===== src/rtl/bus_arbiter.sv =====
// bus_arbiter: two-master arbiter and access sequencer in front of the Bridge.
// Master 0 is the CPU data port, master 1 a secondary master (DMA / loader).
// Each access holds the Bus for WAIT_CYC cycles (1..15), then acks for one cycle.
// Build option: define BUS_ARB_FIXED_PRIO_EN to give master 0 fixed priority
// on simultaneous requests (no last-served pointer; master 1 can starve).
// Without it, ties are resolved round-robin.
module bus_arbiter #(
    parameter int WAIT_CYC = 1
) (
    input  logic        cpu_clk,
    input  logic        cpu_rst,
    input  logic        m0_req,
    input  logic [31:0] m0_addr,
    input  logic        m0_wen,
    input  logic [31:0] m0_wdata,
    output logic        m0_ack,
    output logic [31:0] m0_rdata,
    input  logic        m1_req,
    input  logic [31:0] m1_addr,
    input  logic        m1_wen,
    input  logic [31:0] m1_wdata,
    output logic        m1_ack,
    output logic [31:0] m1_rdata,
    output logic        cpu_stall,
    output logic [31:0] Bus_addr,
    output logic        Bus_wen,
    output logic [31:0] Bus_wdata,
    input  logic [31:0] Bus_rdata
);

    typedef enum logic [1:0] {
        IDLE   = 2'd0,
        ACCESS = 2'd1,
        ACK    = 2'd2
    } state_t;

    // cnt counts down from CNT_LOAD, so the first ACCESS cycle is cnt == CNT_LOAD
    localparam logic [3:0] CNT_LOAD = 4'(WAIT_CYC - 1);

    state_t      state;
    state_t      state_next;
    logic [3:0]  cnt;
    logic        winner;     // 0: master 0, 1: master 1
    logic        grant;      // arbitration result for the current IDLE cycle
    logic [31:0] lat_addr;
    logic        lat_wen;
    logic [31:0] lat_wdata;
    logic        access_done;

    assign access_done = (state == ACCESS) && (cnt == 4'd0);

`ifdef BUS_ARB_FIXED_PRIO_EN
    // Fixed priority: master 0 wins whenever it requests
    always_comb begin
        grant = m0_req ? 1'b0 : 1'b1;
    end
`else
    logic last;

    // Round-robin: on a tie the master that was not served last wins
    always_comb begin
        if (m0_req && m1_req) begin
            grant = ~last;
        end else begin
            grant = m0_req ? 1'b0 : 1'b1;
        end
    end

    // Last-served pointer; resets to 1 so master 0 wins the first tie
    always_ff @(posedge cpu_clk) begin
        if (cpu_rst) begin
            last <= 1'b1;
        end else if (access_done) begin
            last <= winner;
        end
    end
`endif

    // State register
    always_ff @(posedge cpu_clk) begin
        if (cpu_rst) begin
            state <= IDLE;
        end else begin
            state <= state_next;
        end
    end

    // Next-state logic: one access per IDLE -> ACCESS -> ACK round
    always_comb begin
        state_next = state;
        case (state)
            IDLE:    if (m0_req || m1_req) state_next = ACCESS;
            ACCESS:  if (cnt == 4'd0) state_next = ACK;
            ACK:     state_next = IDLE;
            default: state_next = IDLE;
        endcase
    end

    // Latch the winning request on entry to ACCESS and pace the access with cnt
    always_ff @(posedge cpu_clk) begin
        if (cpu_rst) begin
            cnt       <= 4'd0;
            winner    <= 1'b0;
            lat_addr  <= 32'd0;
            lat_wen   <= 1'b0;
            lat_wdata <= 32'd0;
        end else if (state == IDLE) begin
            if (m0_req || m1_req) begin
                winner    <= grant;
                lat_addr  <= grant ? m1_addr  : m0_addr;
                lat_wen   <= grant ? m1_wen   : m0_wen;
                lat_wdata <= grant ? m1_wdata : m0_wdata;
                cnt       <= CNT_LOAD;
            end
        end else if ((state == ACCESS) && (cnt != 4'd0)) begin
            cnt <= cnt - 4'd1;
        end
    end

    // Capture read data into the winner's register on the last ACCESS cycle
    always_ff @(posedge cpu_clk) begin
        if (cpu_rst) begin
            m0_rdata <= 32'd0;
            m1_rdata <= 32'd0;
        end else if (access_done && !lat_wen) begin
            if (winner) begin
                m1_rdata <= Bus_rdata;
            end else begin
                m0_rdata <= Bus_rdata;
            end
        end
    end

    // Bus drive and ack decode; write enable only on the first ACCESS cycle
    always_comb begin
        Bus_addr  = 32'd0;
        Bus_wdata = 32'd0;
        Bus_wen   = 1'b0;
        m0_ack    = 1'b0;
        m1_ack    = 1'b0;
        if (state == ACCESS) begin
            Bus_addr  = lat_addr;
            Bus_wdata = lat_wdata;
            Bus_wen   = lat_wen && (cnt == CNT_LOAD);
        end else if (state == ACK) begin
            m0_ack = ~winner;
            m1_ack = winner;
        end
    end

    assign cpu_stall = m0_req & ~m0_ack;

endmodule


===== config.mk =====
export PLATFORM = sky130hd
export DESIGN_NAME = bus_arbiter
export DESIGN_NICKNAME = d
export VERILOG_FILES = /design/src/rtl/bus_arbiter.sv
export SDC_FILE = /design/constraint.sdc
export NUM_CORES = 1
export LEC_CHECK = 0
export ABC_AREA = 0
export BUFFER_PORTS_ARGS = -buffer_cell sky130_fd_sc_hd__buf_2
export CORE_MARGIN = 10
export CORE_UTILIZATION = 45
export CTS_CLUSTER_SIZE = 28
export DETAILED_ROUTE_END_ITERATION = 7
export PLACE_DENSITY = 0.78
export SLEW_MARGIN = 40
export SYNTH_ARGS = -nofsm -noshare
export SYNTH_HDL_FRONTEND = slang
export SYNTH_SLANG_ARGS = --single-unit

===== constraint.sdc =====
create_clock -name cpu_clk -period 2.5 [get_ports cpu_clk]
set_clock_uncertainty 0.1 [all_clocks]
set_input_delay 0.375 -clock cpu_clk [delete_from_list [all_inputs] [get_ports cpu_clk]]
set_output_delay 0.375 -clock cpu_clk [all_outputs]
set_load 0.005 [all_outputs]

Word level (Yosys, flattened, before mapping)
Cells that the tools add are included.
{"block": "word_totals", "regBits": 137, "in_bits": 166, "output_inout_bits": 132, "elab_cells": 52}
{"block": "op_classes", "addsub": 1, "n_eq_ne": 4, "mux": 18, "bitwise": 4, "n_reduce_logical": 16}
{"op": "$mux W32", "count": 4}
{"op": "$mux W4", "count": 3}
{"op": "$reduce_and A2 Y1", "count": 5}
{"op": "$mux W1", "count": 8}
{"op": "$logic_and A1 B1 Y1", "count": 5}
{"op": "$logic_not A4 Y1", "count": 1}
{"op": "$mux W2", "count": 2}
{"op": "$pmux W2 S2", "count": 1}
{"op": "$reduce_bool A4 Y1", "count": 1}
{"op": "$sub A4 B1 Y4 const B", "count": 1}
{"op": "$not A1 Y1", "count": 3}
{"op": "$eq A2 B1 Y1 const B", "count": 1}
{"op": "$eq A2 B2 Y1 const B", "count": 1}
{"op": "$logic_not A2 Y1", "count": 1}
{"op": "$ne A2 B1 Y1 const B", "count": 1}
{"op": "$ne A2 B2 Y1 const B", "count": 1}
{"op": "$reduce_bool A2 Y1", "count": 1}
{"op": "$and A1 B1 Y1", "count": 1}
{"op": "$logic_not A1 Y1", "count": 1}
{"op": "$logic_or A1 B1 Y1", "count": 1}

Depth between registers and ports, before layout
{"block": "logic_depth", "word_depth": 5, "ltp_mapped": 9, "depth_no_buf": 6}

Least setup slack after synthesis
OpenSTA, ideal clock, no wires.
{"block": "synth_timing", "kind": "register to register", "from": "reg cnt[0]", "to": "reg m1_rdata[10]", "setup_ns": 0.132, "arrival_time_ns": 1.789, "t_required_ns": 2.268, "setup_slack_ns": 0.479, "path_stages_with_launch": 10, "n_path_buf": 3, "period_less_slack_ns": 2.021, "path_cell_list": "dfxtp_1 -> inv_1 -> ha_1 -> or3b_1 -> buf_2 -> or4_4 -> buf_6 -> buf_6 -> nand2_2 -> a21oi_1"}
{"block": "synth_between", "elab_chain_len": 4}
{"item": "start, declared", "line_no": "42", "source": "logic [3:0] cnt;"}
{"item": "start signal, assigned", "line_no": "116", "source": "cnt <= cnt - 4'd1;"}
{"item": "$logic_not A4 Y1", "line_no": "50", "source": "assign access_done = (state == ACCESS) && (cnt == 4'd0);"}
{"item": "$logic_and A1 B1 Y1", "line_no": "50"}
{"item": "$logic_and A1 B1 Y1", "line_no": "125", "source": "end else if (access_done && !lat_wen) begin"}
{"item": "$reduce_and A2 Y1 (no source line)"}
{"item": "end signal, assigned", "line_no": "127", "source": "m1_rdata <= Bus_rdata;"}
{"item": "end, declared", "line_no": "23", "source": "output logic [31:0] m1_rdata,"}
Every way passes these cells.
A chain may end at the register's enable or synchronous reset.

Final worst setup path
{"block": "layout_timing", "from": "reg cnt[0]", "to": "out Bus_wen"}
{"block": "layout_between", "elab_chain_len": 3}
{"item": "$logic_not A4 Y1", "line_no": "144", "source": "Bus_wen = lat_wen && (cnt == CNT_LOAD);"}
{"item": "$logic_and A1 B1 Y1", "line_no": "144"}
{"item": "$mux W1", "line_no": "141", "source": "if (state == ACCESS) begin"}
{"item": "end, declared", "line_no": "26", "source": "output logic Bus_wen,"}
Every way passes these cells.

==> Flow_metrics.wiki <==
{| class="wikitable"
! Metric !! Value
|-
| Final-layout setup total negative slack || 0 ps
|-
| Via/cell ratio || between 4 and 5
|-
| Yosys reg bits || about 140
|-
| Area growth from synthesis to layout || 39.3%
|-
| Areal power density over the cells || roughly 740 nW/µm²
|-
| Number of buffers inserted by hold repair at cts || 0
|-
| Leading register cell type out of synthesis || dfxtp_1
|-
| Wirelength, routed || around 18000 µm
|-
| Violation count after the first detailed-route iteration || about 260
|-
| Post-synthesis sequential area ratio || between 40% and 50%
|-
| Highest clock rate || ~440 MHz
|-
| Number of antenna violations at the first check in global routing || 2
|-
| Status || complete, no violations
|-
| Clock latency reported for the late side of the worst-skew pair || a little over 400 ps
|-
| Worst slew margin relative to its limit || 53.9%
|-
| Post-synthesis cell type with the largest combined area || dfxtp_1
|-
| Initial standard-cell utilization of the core || a little under half
|-
| Routed WL per cell || between 15 and 20 µm
|-
| Proportion of netlist area held by the largest area contributor || between 40% and 50%
|-
| Cell with the most instances after synthesis || dfxtp_1
|-
| Routability congestion estimate from global placement || 0.773
|-
| Instance count of the mapped netlist || 622
|-
| Highest cell delay on the worst timing path || around 460 ps
|-
| H-tree depth || 4
|-
| Remaining routing DRC violations || 0
|-
| Yosys warnings || 0
|-
| Leakage power || ~0.0039 µW
|-
| Crit-path leading delay family || simple AND/OR/NAND/NOR gates
|-
| Die extent in y || between 100 and 150 µm
|-
| Inst Count DP || ~1100
|-
| Largest net degree at the start of global routing || 70
|-
| Cell with the biggest individual delay on the critical path || nor3b_1
|-
| Worst Setup End Kind || primary output
|-
| Remaining Overflow, GRT || 0
|-
| Inserted Clock Buffers || 17
|-
| Fraction of registers with async set/reset || 0%
|-
| TritonCTS sink count || around 140
|-
| Cells taking the most area after synthesis || dfxtp_1 48%, mux2i_1 11%, o2bb2ai_1 9.9%
|-
| Highest ir drop seen on vdd || around 410 µV
|-
| Vias after detailed routing || about 5400
|-
| Chain of cells forming the critical path || inv_1 > ha_1 > nor3b_1 > and3_1 > buf_2
|-
| Worst Setup Path Type || register to primary output
|-
| RSZ-0062 raised after global routing || false
|-
| Buffers inserted by post-CTS timing repair || 0
|-
| Width of the die || 133 µm
|-
| Required time of the worst setup path || between 2000 and 2500 ps
|-
| Floorplan Core Area || approximately 13000 µm²
|-
| Detailed-placement wirelength estimate || between 10000 and 15000 µm
|-
| Buffers on Ports || 297
|-
| Total Nets Final || approximately 1100
|-
| Post-synthesis area per instance || slightly above 9 µm²
|-
| Number of max-capacitance violations reported || 0
|-
| Worst hold path class || primary input to register
|-
| Startpoint types || register
|-
| Die Area || 17700 µm²
|-
| Via count of the first global-routing pass || approximately 5500
|-
| Post-DRT Antenna Nets || 0
|-
| Post-layout minimum cycle time || between 2000 and 2500 ps
|-
| Syn Nets || 790
|-
| Filler instances || approximately 1100
|-
| Most frequent cells after synthesis || 137 x dfxtp_1, 101 x nand2_1, 67 x and2_1
|-
| 1st-pass router iterations || 4
|-
| Clock root buffer || clkbuf_16
|-
| Fraction of layout cells with a size suffix above 1 || between 40 and 50%
|-
| Synth cell types || 29
|-
| CTS clk-pin slew, worst paths || approximately 60 ps
|-
| Global-route wire length before repair || around 29000 µm
|-
| CP Buf/Inv Count || 2
|-
| Final setup violation count || 0
|-
| Gr usage total || between 10% and 20%
|-
| Final Cycle Share || 91.9%
|-
| TritonCTS clock tree || built
|-
| Max Fanout on Critical Path || 5
|-
| Maximum number of buffers from clock root to sink || 2
|-
| Post-synth EDFFs || 0
|-
| Ports || approximately 300
|-
| Number of resized instances in the post-cts repair step || 0
|-
| Worst endpoint data arrival time || roughly 1800 ps
|-
| Mapped cell area || ~5800 µm²
|-
| Finished Layout Cells || 1084
|-
| Final-report hold violation count || 0
|-
| Rows || 41
|-
| Final Max Slew Viols || 0
|-
| Worst Max-Slew Pin Slew || 692 ps
|}
[per-stage QoR]
step / power, µW / setup slack (ps) / area, µm² / utilization (%) / hold WS, ps
after floorplan: 2900 / 479 / 5770 / - / 324
after global routing: 6210 / 80.5 / 8040 / 63.9 / 93.0
final: 5950 / 202 / 8040 / 64.0 / 106
after global placement: 3250 / 426 / 7390 / 58.8 / 335
after CTS: 6010 / 183 / 8040 / 63.9 / 87.5
after detailed placement: 3260 / 393 / 7390 / 58.8 / 338
[where the power goes]
| group | internal, µW | leakage (µW) | switching, µW |
|---|---|---|---|
| registers | 2350 | 0.00112 | 86.3 |
| logic | 363 | 0.00243 | 409 |
| clock network | 1770 | 0.000310 | 968 |
[state kept, by name, indices dropped and copies added (netlist names)]
signal and count:
winner 1, lat_wen 1, cnt 4, lat_addr 32, m0_rdata 32, state 2, last 1, lat_wdata 32
m1_rdata 32
[cells in the final DEF (no fill, tap or decap), drive strengths merged, types with 4 or more instances in the layout]
cell type  instances
clkinv             4
clkbuf            17
bufinv             5
and2              67
o2bb2ai           65
inv                8
dfxtp            137
a21oi             66
nand2            131
buf              310
mux2i             65
nand3              5
nor2               5
[cells by family (layout without fill, tap and decap cells)]
group | after synthesis | in the layout | synth area share, %
simple gates | 222 | 222 | 19.6
flops | 137 | 137 | 47.5
compound gates | 136 | 136 | 16.2
mux | 65 | 65 | 11.3
buf+inv | 58 | 347 | 4.64
fa+ha+maj | 2 | 2 | 0.434
xor+xnor | 2 | 2 | 0.304
other cells | 0 | 1 | 0
[cell type report]
class	count	area (µm²)	share of cell area, %
clock inverter	15	223	2.77
sequential	137	2740	34.1
clock buffer	17	425	5.29
multi-input combinational	427	2790	34.7
tap	172	215	2.68
timing repair buffer	310	1620	20.2
inverter	5	18.8	0.233
antenna	1	2.50	0.0311
[final timing paths]
kind / start / endpoint / slack, ps / depth (start not counted)
worst max-delay path: cnt[0] / Bus_wen / 200 / 5
worst min-delay path: Bus_rdata[24] / m1_rdata[24] / 110 / 3
worst max register to register: cnt[0] / m1_rdata[10] / 390 / 6
worst min register to register: m0_rdata[19] / m0_rdata[19] / 350 / 2
[worst min-delay path, delay by kind of cell]
family	cells	cell delay, ps
buffers and inverters	1	110
and+or+nand+nor	1	50
AOI/OAI and AO/OA	1	50
[routing by layer]
layer,up-vias,wire length (µm),track usage [%]
li1,2686,-,-
met1,2451,6940,20.5
met2,199,8930,33.9
met3,18,2050,10.7
met4,0,184,5.68
met5,-,0,0
Power figures use the tool's default switching activity.
